===== src/rtl/fb_read_dma_if.sv =====
// fb_read_dma_if: AXI3 read-address and read-data channel bundle used
// between the framebuffer read DMA (master) and the fpga2hps port (slave).
//   araddr/arlen/arsize/arburst/arcache/arvalid : AR channel, master -> slave
//   arready                                     : AR channel, slave -> master
//   rdata/rvalid/rlast/rresp                    : R channel, slave -> master
//   rready                                      : R channel, master -> slave
interface fb_read_dma_if;
  logic [31:0] araddr;
  logic [3:0]  arlen;
  logic [2:0]  arsize;
  logic [1:0]  arburst;
  logic [3:0]  arcache;
  logic        arvalid;
  logic        arready;
  logic [31:0] rdata;
  logic        rvalid;
  logic        rlast;
  logic [1:0]  rresp;
  logic        rready;

  modport master (
    output araddr, arlen, arsize, arburst, arcache, arvalid, rready,
    input  arready, rdata, rvalid, rlast, rresp
  );

  modport slave (
    input  araddr, arlen, arsize, arburst, arcache, arvalid, rready,
    output arready, rdata, rvalid, rlast, rresp
  );
endinterface


===== src/rtl/fb_read_dma.sv =====
// fb_read_dma: framebuffer read DMA. Streams a linear 32 bpp frame from DRAM
// with fixed-length INCR bursts (wrapping at the frame end), buffers the
// returned beats in a pixel FIFO and presents them as a valid/ready stream.
// Bursts are only issued when FIFO space is reserved for every outstanding
// beat, so R data is always accepted.
// Ports:
//   clk, rst        : clock, synchronous active-high reset
//   enable          : permits new burst issue (in-flight bursts still finish)
//   frame_start     : one-cycle pulse, restart at BASE_ADDR, discard stale data
//   axi             : AXI3 AR/R channels (master side)
//   pix_data/pix_valid/pix_ready : pixel stream out of the FIFO head
//   underflow       : sticky, consumer asked for a pixel while FIFO empty
//   resp_err        : sticky, an R beat carried a non-OKAY response
module fb_read_dma #(
  parameter logic [31:0] BASE_ADDR   = 32'h1000_0000,
  parameter int unsigned FRAME_BYTES = 1228800,
  parameter int unsigned BURST_LEN   = 16,
  parameter int unsigned FIFO_DEPTH  = 64
) (
  input  logic              clk,
  input  logic              rst,
  input  logic              enable,
  input  logic              frame_start,
  fb_read_dma_if.master     axi,
  output logic [31:0]       pix_data,
  output logic              pix_valid,
  input  logic              pix_ready,
  output logic              underflow,
  output logic              resp_err
);

  localparam int unsigned AW = $clog2(FIFO_DEPTH);
  localparam int unsigned CW = AW + 1;
  localparam logic [31:0]   BURST_BYTES = 32'(BURST_LEN * 4);
  localparam logic [31:0]   END_ADDR    = BASE_ADDR + 32'(FRAME_BYTES);
  localparam logic [CW-1:0] BURST_CNT   = CW'(BURST_LEN);
  localparam logic [3:0]    LAST_BEAT   = 4'(BURST_LEN - 1);

  typedef enum logic {S_IDLE, S_ADDR} state_t;

  state_t        state, state_nxt;
  logic [31:0]   araddr_q;
  logic          restart_q;
  logic [CW-1:0] inflight, drop, fifo_count;
  logic [31:0]   mem [FIFO_DEPTH];
  logic [AW-1:0] wr_ptr, rd_ptr;
  logic [CW:0]   credit_need;
  logic          issue, ar_hs, beat, push, pop;
  logic [3:0]    beat_idx;

  assign ar_hs = axi.arvalid && axi.arready;
  assign beat  = axi.rvalid;  // rready is constantly high

  // One extra bit so count + inflight + burst cannot wrap before the compare.
  assign credit_need = {1'b0, fifo_count} + {1'b0, inflight} + (CW+1)'(BURST_LEN);
  assign issue = (state == S_IDLE) && enable && !frame_start &&
                 (credit_need <= (CW+1)'(FIFO_DEPTH));

  // AR state machine
  always_ff @(posedge clk) begin
    if (rst) state <= S_IDLE;
    else     state <= state_nxt;
  end

  always_comb begin
    state_nxt = state;
    case (state)
      S_IDLE:  if (issue)       state_nxt = S_ADDR;
      S_ADDR:  if (axi.arready) state_nxt = S_IDLE;
      default:                  state_nxt = S_IDLE;
    endcase
  end

  always_comb begin
    axi.arvalid = (state == S_ADDR);
    axi.araddr  = araddr_q;
    axi.arlen   = LAST_BEAT;
    axi.arsize  = 3'b010;
    axi.arburst = 2'b01;
    axi.arcache = 4'b0011;
    axi.rready  = 1'b1;
  end

  // Address sequencing. A frame_start that arrives while a request is
  // pending cannot touch araddr (AXI stability), so it is remembered in
  // restart_q and applied when that request handshakes.
  always_ff @(posedge clk) begin
    if (rst) begin
      araddr_q  <= BASE_ADDR;
      restart_q <= 1'b0;
    end else if (ar_hs) begin
      restart_q <= 1'b0;
      if (restart_q || frame_start)
        araddr_q <= BASE_ADDR;
      else if (araddr_q + BURST_BYTES == END_ADDR)
        araddr_q <= BASE_ADDR;
      else
        araddr_q <= araddr_q + BURST_BYTES;
    end else if (frame_start) begin
      if (state == S_ADDR) restart_q <= 1'b1;
      else                 araddr_q  <= BASE_ADDR;
    end
  end

  // Credit and stale-beat accounting
  always_ff @(posedge clk) begin
    if (rst) begin
      inflight <= '0;
      drop     <= '0;
    end else begin
      inflight <= inflight + (issue ? BURST_CNT : '0) - (beat ? CW'(1) : '0);
      if (frame_start)
        drop <= inflight - (beat ? CW'(1) : '0);
      else if (beat && drop != '0)
        drop <= drop - CW'(1);
    end
  end

  // Pixel FIFO
  assign push = beat && (drop == '0) && !frame_start;
  assign pop  = pix_valid && pix_ready && !frame_start;

  always_comb begin
    pix_valid = (fifo_count != '0);
    pix_data  = mem[rd_ptr];
  end

  always_ff @(posedge clk) begin
    if (push) mem[wr_ptr] <= axi.rdata;
  end

  always_ff @(posedge clk) begin
    if (rst || frame_start) begin
      wr_ptr     <= '0;
      rd_ptr     <= '0;
      fifo_count <= '0;
    end else begin
      if (push) wr_ptr <= wr_ptr + AW'(1);
      if (pop)  rd_ptr <= rd_ptr + AW'(1);
      case ({push, pop})
        2'b10:   fifo_count <= fifo_count + CW'(1);
        2'b01:   fifo_count <= fifo_count - CW'(1);
        default: fifo_count <= fifo_count;
      endcase
    end
  end

  // Sticky status
  always_ff @(posedge clk) begin
    if (rst) begin
      underflow <= 1'b0;
      resp_err  <= 1'b0;
    end else begin
      if (enable && pix_ready && !pix_valid) underflow <= 1'b1;
      if (beat && axi.rresp != 2'b00)        resp_err  <= 1'b1;
    end
  end

  // Beat position within the current burst, used only to cross-check rlast.
  always_ff @(posedge clk) begin
    if (rst) begin
      beat_idx <= '0;
    end else begin
      if (beat)
        beat_idx <= (beat_idx == LAST_BEAT) ? '0 : beat_idx + 4'd1;
      if (beat)
        assert (axi.rlast == (beat_idx == LAST_BEAT));
      if (push)
        assert (fifo_count < CW'(FIFO_DEPTH));
    end
  end

endmodule


===== src/flat_wrapper.sv =====
// flat-port wrapper written by rule: the top's interface ports become plain ports
module fb_read_dma_flat 
#(
  parameter logic [31:0] BASE_ADDR   = 32'h1000_0000,
  parameter int unsigned FRAME_BYTES = 1228800,
  parameter int unsigned BURST_LEN   = 16,
  parameter int unsigned FIFO_DEPTH  = 64
)
  (clk, rst, enable, frame_start, pix_data, pix_valid, pix_ready, underflow, resp_err, axi_araddr, axi_arlen, axi_arsize, axi_arburst, axi_arcache, axi_arvalid, axi_rready, axi_arready, axi_rdata, axi_rvalid, axi_rlast, axi_rresp);
  fb_read_dma_if axi_i ();
  input  logic clk;
  input  logic rst;
  input  logic enable;
  input  logic frame_start;
  output logic [31:0] pix_data;
  output logic pix_valid;
  input  logic pix_ready;
  output logic underflow;
  output logic resp_err;
  output wire logic [$bits(axi_i.araddr)-1:0] axi_araddr;
  output wire logic [$bits(axi_i.arlen)-1:0] axi_arlen;
  output wire logic [$bits(axi_i.arsize)-1:0] axi_arsize;
  output wire logic [$bits(axi_i.arburst)-1:0] axi_arburst;
  output wire logic [$bits(axi_i.arcache)-1:0] axi_arcache;
  output wire logic [$bits(axi_i.arvalid)-1:0] axi_arvalid;
  output wire logic [$bits(axi_i.rready)-1:0] axi_rready;
  input wire logic [$bits(axi_i.arready)-1:0] axi_arready;
  input wire logic [$bits(axi_i.rdata)-1:0] axi_rdata;
  input wire logic [$bits(axi_i.rvalid)-1:0] axi_rvalid;
  input wire logic [$bits(axi_i.rlast)-1:0] axi_rlast;
  input wire logic [$bits(axi_i.rresp)-1:0] axi_rresp;
  assign axi_araddr = axi_i.araddr;
  assign axi_arlen = axi_i.arlen;
  assign axi_arsize = axi_i.arsize;
  assign axi_arburst = axi_i.arburst;
  assign axi_arcache = axi_i.arcache;
  assign axi_arvalid = axi_i.arvalid;
  assign axi_rready = axi_i.rready;
  assign axi_i.arready = axi_arready;
  assign axi_i.rdata = axi_rdata;
  assign axi_i.rvalid = axi_rvalid;
  assign axi_i.rlast = axi_rlast;
  assign axi_i.rresp = axi_rresp;
  fb_read_dma #(.BASE_ADDR(BASE_ADDR), .FRAME_BYTES(FRAME_BYTES), .BURST_LEN(BURST_LEN), .FIFO_DEPTH(FIFO_DEPTH)) u_core (.clk(clk), .rst(rst), .enable(enable), .frame_start(frame_start), .axi(axi_i), .pix_data(pix_data), .pix_valid(pix_valid), .pix_ready(pix_ready), .underflow(underflow), .resp_err(resp_err));
endmodule

===== config.mk =====
export PLATFORM = sky130hd
export DESIGN_NAME = fb_read_dma_flat
export DESIGN_NICKNAME = d
export VERILOG_FILES = /design/src/rtl/fb_read_dma_if.sv /design/src/rtl/fb_read_dma.sv /design/src/flat_wrapper.sv
export SDC_FILE = /design/constraint.sdc
export NUM_CORES = 2
export LEC_CHECK = 0
export BUFFER_PORTS_ARGS = -buffer_cell sky130_fd_sc_hd__buf_2
export CAP_MARGIN = 20
export CELL_PAD_IN_SITES_DETAIL_PLACEMENT = 1
export CELL_PAD_IN_SITES_GLOBAL_PLACEMENT = 2
export CORE_MARGIN = 4
export CORE_UTILIZATION = 30
export DETAILED_ROUTE_END_ITERATION = 8
export PLACE_DENSITY = 0.53
export SLEW_MARGIN = 0
export SYNTH_ARGS = -nofsm -noshare
export SYNTH_HDL_FRONTEND = slang
export SYNTH_SLANG_ARGS = --single-unit

===== constraint.sdc =====
create_clock -name clk -period 4 [get_ports clk]
set_clock_uncertainty 0.05 [all_clocks]
set_input_delay 0.2 -clock clk [delete_from_list [all_inputs] [get_ports clk]]
set_output_delay 0.2 -clock clk [all_outputs]
set_load 0.02 [all_outputs]

==> flow_metrics.py <==
metrics = {
    "floorplanning": {
        "core_region_area_um2": 273400,
        "rows": 192,
        "die_y_um": 531.8,
        "die_w_um": 531.8,
        "fp.dieArea_um2": 282800,
        "io_pins": 124,
        "initial_core_util_pct": 30.10,
    },
    "outcome": {
        "outcome": "finished, violations left",
        "violations": "negative setup slack",
    },
    "logic_synthesis": {
        "async_reset_ff_share_pct": 0,
        "avgSynthCellArea_um2": 23.07,
        "synth.distinct_cells": 60,
        "ys_ff_latch": 2117,
        "synth_area_um2": 82300,
        "synth_top_area_cell": "edfxtp_1",
        "yosysSeqAreaShare_pct": 76.40,
        "synth_edf_count": 2048,
        "syn-instance-count": 3567,
        "yosys.area.top_type_share_pct": 74.72,
        "ys_dominant_reg_cell": "edfxtp_1",
        "synth_area_leaders": "edfxtp_1 75%, mux4_2 18%, dfxtp_1 1.7%",
        "yosys_warnings": 0,
    },
    "place": {
        "dpl.hpwl_mm": 134.4,
        "routabilityCongestion": 0.7198,
        "port_buffers": 102,
    },
    "setup_path": {
        "end_kind": "output pin",
        "reg2reg_to": "u_core.fifo_count[6]$_SDFFE_PP0P_",
        "path_cells": "buf_12 > buf_16 > buf_8 > mux4_2 > mux4_2 > mux4_2 > buf_6",
        "timing.critical_path.slowest_cell_delay_ps": 640,
        "r2r_setup_slack_ps": 370,
        "r2r_start": "u_core.drop[0]$_SDFFE_PP0P_",
        "critPathArrivalTime_ps": 3780,
        "critical_path_class": "reg -> out",
        "critPathMaxFanout": 8,
        "cp-start-kind": "flip-flop",
        "rr_worst_depth": 17,
        "endpoint": "pix_data[0]",
        "required_ps": 3750,
        "crit_path_top_delay_cell": "mux4_2",
        "path_common_cell": "mux4_2",
    },
    "power_and_ir_drop": {
        "power_uw": 46670,
        "power.share.clock_pct": 44.8,
        "comb_power_share_pct": 2.9,
        "cellLeakagePower_uw": 0.03017,
        "cellPowerDensity_nw_per_um2": 467.6,
        "seqPwrFrac_pct": 52.3,
        "internal_power_uw": 36890,
        "ir_worst_vdd_v": 0.0003569,
        "switching_share_pct": 20.96,
        "p_sw_uw": 9781,
    },
    "grt": {
        "grt_pass1_vias": 41940,
        "antenna_found_initial": 29,
        "grt_usage_pct": 16.68,
        "grt_pass1_wl_mm": 336.0,
        "gr-total-overflow": 0,
        "grt_max_degree": 75,
    },
    "detailed_routing": {
        "wl_met1_mm": 104.8,
        "wire_per_inst_um": 30.50,
        "detail-route-antenna-nets": 0,
        "routed.top_layer": "met5",
        "met2WireLength_mm": 120.1,
        "wl_met3_mm": 9.836,
        "drt-total-wl_mm": 239.6,
        "drtPass1Iterations": 5,
        "drt_iter0_drc": 3435,
        "vias_per_cell": 5.010,
        "drcViolationCount": 0,
        "vias": 39360,
    },
    "clock_tree": {
        "clockRootBuffer": "clkbuf_16",
        "cts_max_path_buffers": 3,
        "clk_latency_ps": 900,
        "cts_buffers": 222,
        "cts_tree": "built",
        "cts.sinks": 2117,
        "path_clk_slew_ps": 60,
        "htree_levels": 4,
    },
    "cells_and_area": {
        "fillCellCount": 26110,
        "final-seq-area_um2": 62900,
        "area_growth_pct": 21.27,
        "drive_above_1_share_pct": 35.52,
        "final_util_pct": 36.51,
        "final_nets": 4151,
        "multiInputGateArea_um2": 18970,
    },
    "sta": {
        "holdWs_ps": 80.56,
        "rsz0062_at_grt": "yes",
        "slew_violations": 0,
        "setup_viol": 7,
        "timing.final.ws_setup_ps": -26.71,
        "fmax_mhz": 248.3,
        "hold_viol": 0,
        "period_needed_ps": 4027,
        "worst_slew_pin_slew_ps": 1081,
        "slew_headroom_pct": 27.92,
        "fin_crit_sh_pct": 100.7,
    },
    "run": {
        "maxCapViolations": 0,
    },
    "min_path": {
        "worst_hold_path_type": "in -> reg",
    },
}
-- worst min-delay path by stage --
stage | startpoint | end | slack [ps] | depth (start not counted)
floorplan | axi_rdata[0] | u_core.mem[0][0]$_DFFE_PP_ | 250 | 0
global placement | axi_arready | u_core.restart_q$_SDFFE_PP0P_ | 370 | 2
detailed placement | axi_arready | u_core.restart_q$_SDFFE_PP0P_ | 380 | 2
CTS | axi_rdata[30] | u_core.mem[0][30]$_DFFE_PP_ | 0.4 | 1
global route | axi_rdata[29] | u_core.mem[4][29]$_DFFE_PP_ | 50 | 2
finish | axi_rdata[29] | u_core.mem[4][29]$_DFFE_PP_ | 80 | 2
-- worst max-delay path: cells and delay by family, from the launching register on --
kind                   cells  cell delay, ps
buffers and inverters      4             740
muxes                      3            1730
DFF                        1             400
-- through the flow --
| stage | setup TNS (ps) | setup WS [ps] | std cells | instance area (um^2) |
|---|---|---|---|---|
| 2_1_floorplan | 0 | 522.1 | 3585 | 82370 |
| 3_5_place_dp | 0 | 148.5 | 7278 | 89370 |
| 6_report | -96.46 | -26.71 | 7857 | 99800 |
| 3_3_place_gp | 0 | 181.7 | 7278 | 89370 |
| 5_1_grt | -1937 | -123.1 | 7853 | 99790 |
| 4_1_cts | -3023 | -160.0 | 7779 | 98750 |
-- cells in the mapped netlist, types with 10 or more instances --
| library cell | instances |
|---|---|
| nor4_1 | 11 |
| a21oi_1 | 44 |
| buf_1 | 25 |
| inv_1 | 33 |
| ha_1 | 33 |
| buf_2 | 57 |
| mux2i_1 | 10 |
| buf_4 | 24 |
| nand3_1 | 23 |
| nor2_1 | 133 |
| nand4_1 | 19 |
| dfxtp_1 | 69 |
| mux4_2 | 666 |
| edfxtp_1 | 2048 |
| nor2b_1 | 10 |
| nand2_1 | 49 |
| xor2_1 | 20 |
| clkbuf_1 | 96 |
| o21ai_0 | 36 |
| nor3_1 | 23 |
| a211oi_1 | 10 |
| and3_1 | 10 |
| xnor2_1 | 14 |
-- cells in the final DEF, fill, tap and decap left out, types with 7 or more instances in the layout --
master         synthesis  routed
clkinv_2               0      33
or3_1                  8       8
a211oi_1              10      10
buf_4                 24     166
xor2_1                20      20
clkinv_1               0      51
clkbuf_16              0     230
dlygate4sd3_1          0      42
edfxtp_1            2048    2048
mux4_2               666     666
buf_16                 0      46
nand2_1               49      48
a31oi_1                7       7
dfxtp_1               69      63
o21ai_0               36      28
nor2_4                 0      64
xnor2_1               14      14
nor4_1                11      10
ha_1                  33      33
nor2_1               133      69
a21oi_1               44      44
conb_1                 2      20
nor3_1                23      22
nand4_1               19      19
clkinvlp_4             0      11
diode_2                0       9
and2_1                 8       8
buf_12                 0     101
nor2b_1               10      10
buf_2                 57      75
clkbuf_1              96      41
buf_6                  5      31
and3_1                10      10
bufinv_16              0      27
inv_1                 33      33
nand3_1               23      23
-- registers in the layout (all words and copies together) (netlist names), named ones only --
signal	flops
u_core.drop	7
u_core.inflight	7
u_core.mem	2048
u_core.rd_ptr	6
u_core.wr_ptr	6
u_core.fifo_count	7
u_core.resp_err	1
u_core.restart_q	1
u_core.axi.araddr	26
u_core.underflow	1
u_core.axi.arvalid	1
-- area by class of cell --
type	count	share of cell area, %
antenna	9	0.02257
clock buffer	268	5.789
tap	3589	4.499
timing repair buffer	473	5.969
multi-input combinational	1226	19.00
clock inverter	142	1.567
inverter	33	0.1241
sequential	2117	63.02
-- power groups by stage --
stage | logic (uW) | clock network [uW] | registers [uW]
5_1_grt | 1500 | 22400 | 24400
6_report | 1350 | 20900 | 24400
4_1_cts | 1280 | 21500 | 24400
3_5_place_dp | 1210 | 0 | 24900
3_3_place_gp | 1190 | 0 | 24900
2_1_floorplan | 588 | 0 | 24900
-- layer usage --
metal  global-route usage (%)  vias up
met2                    28.15      890
met1                    22.61    21920
met4                    4.184        4
li1                         -    16260
met3                    2.608      285
met5                        0        -
-- kinds of logic after synthesis --
kind of cell / share of synthesized area (%)
AOI/OAI and AO/OA: 0.9624
xor gates and xnor gates: 0.3618
adders and majority gates: 0.5747
buffers and inverters: 1.348
DFF: 76.40
muxes: 18.43
other: 0.009125
and+or+nand+nor: 1.913
-- what timing repair did --
item,in CTS,in global routing
resized for setup,140,25
gates cloned,30,8
endpoints found under the setup margin,32,26
buffers inserted,41,19
endpoints found under the hold margin,423,1296
hold buffers,20,22
pin swaps,0,1
Power figures use the tool's default switching activity.
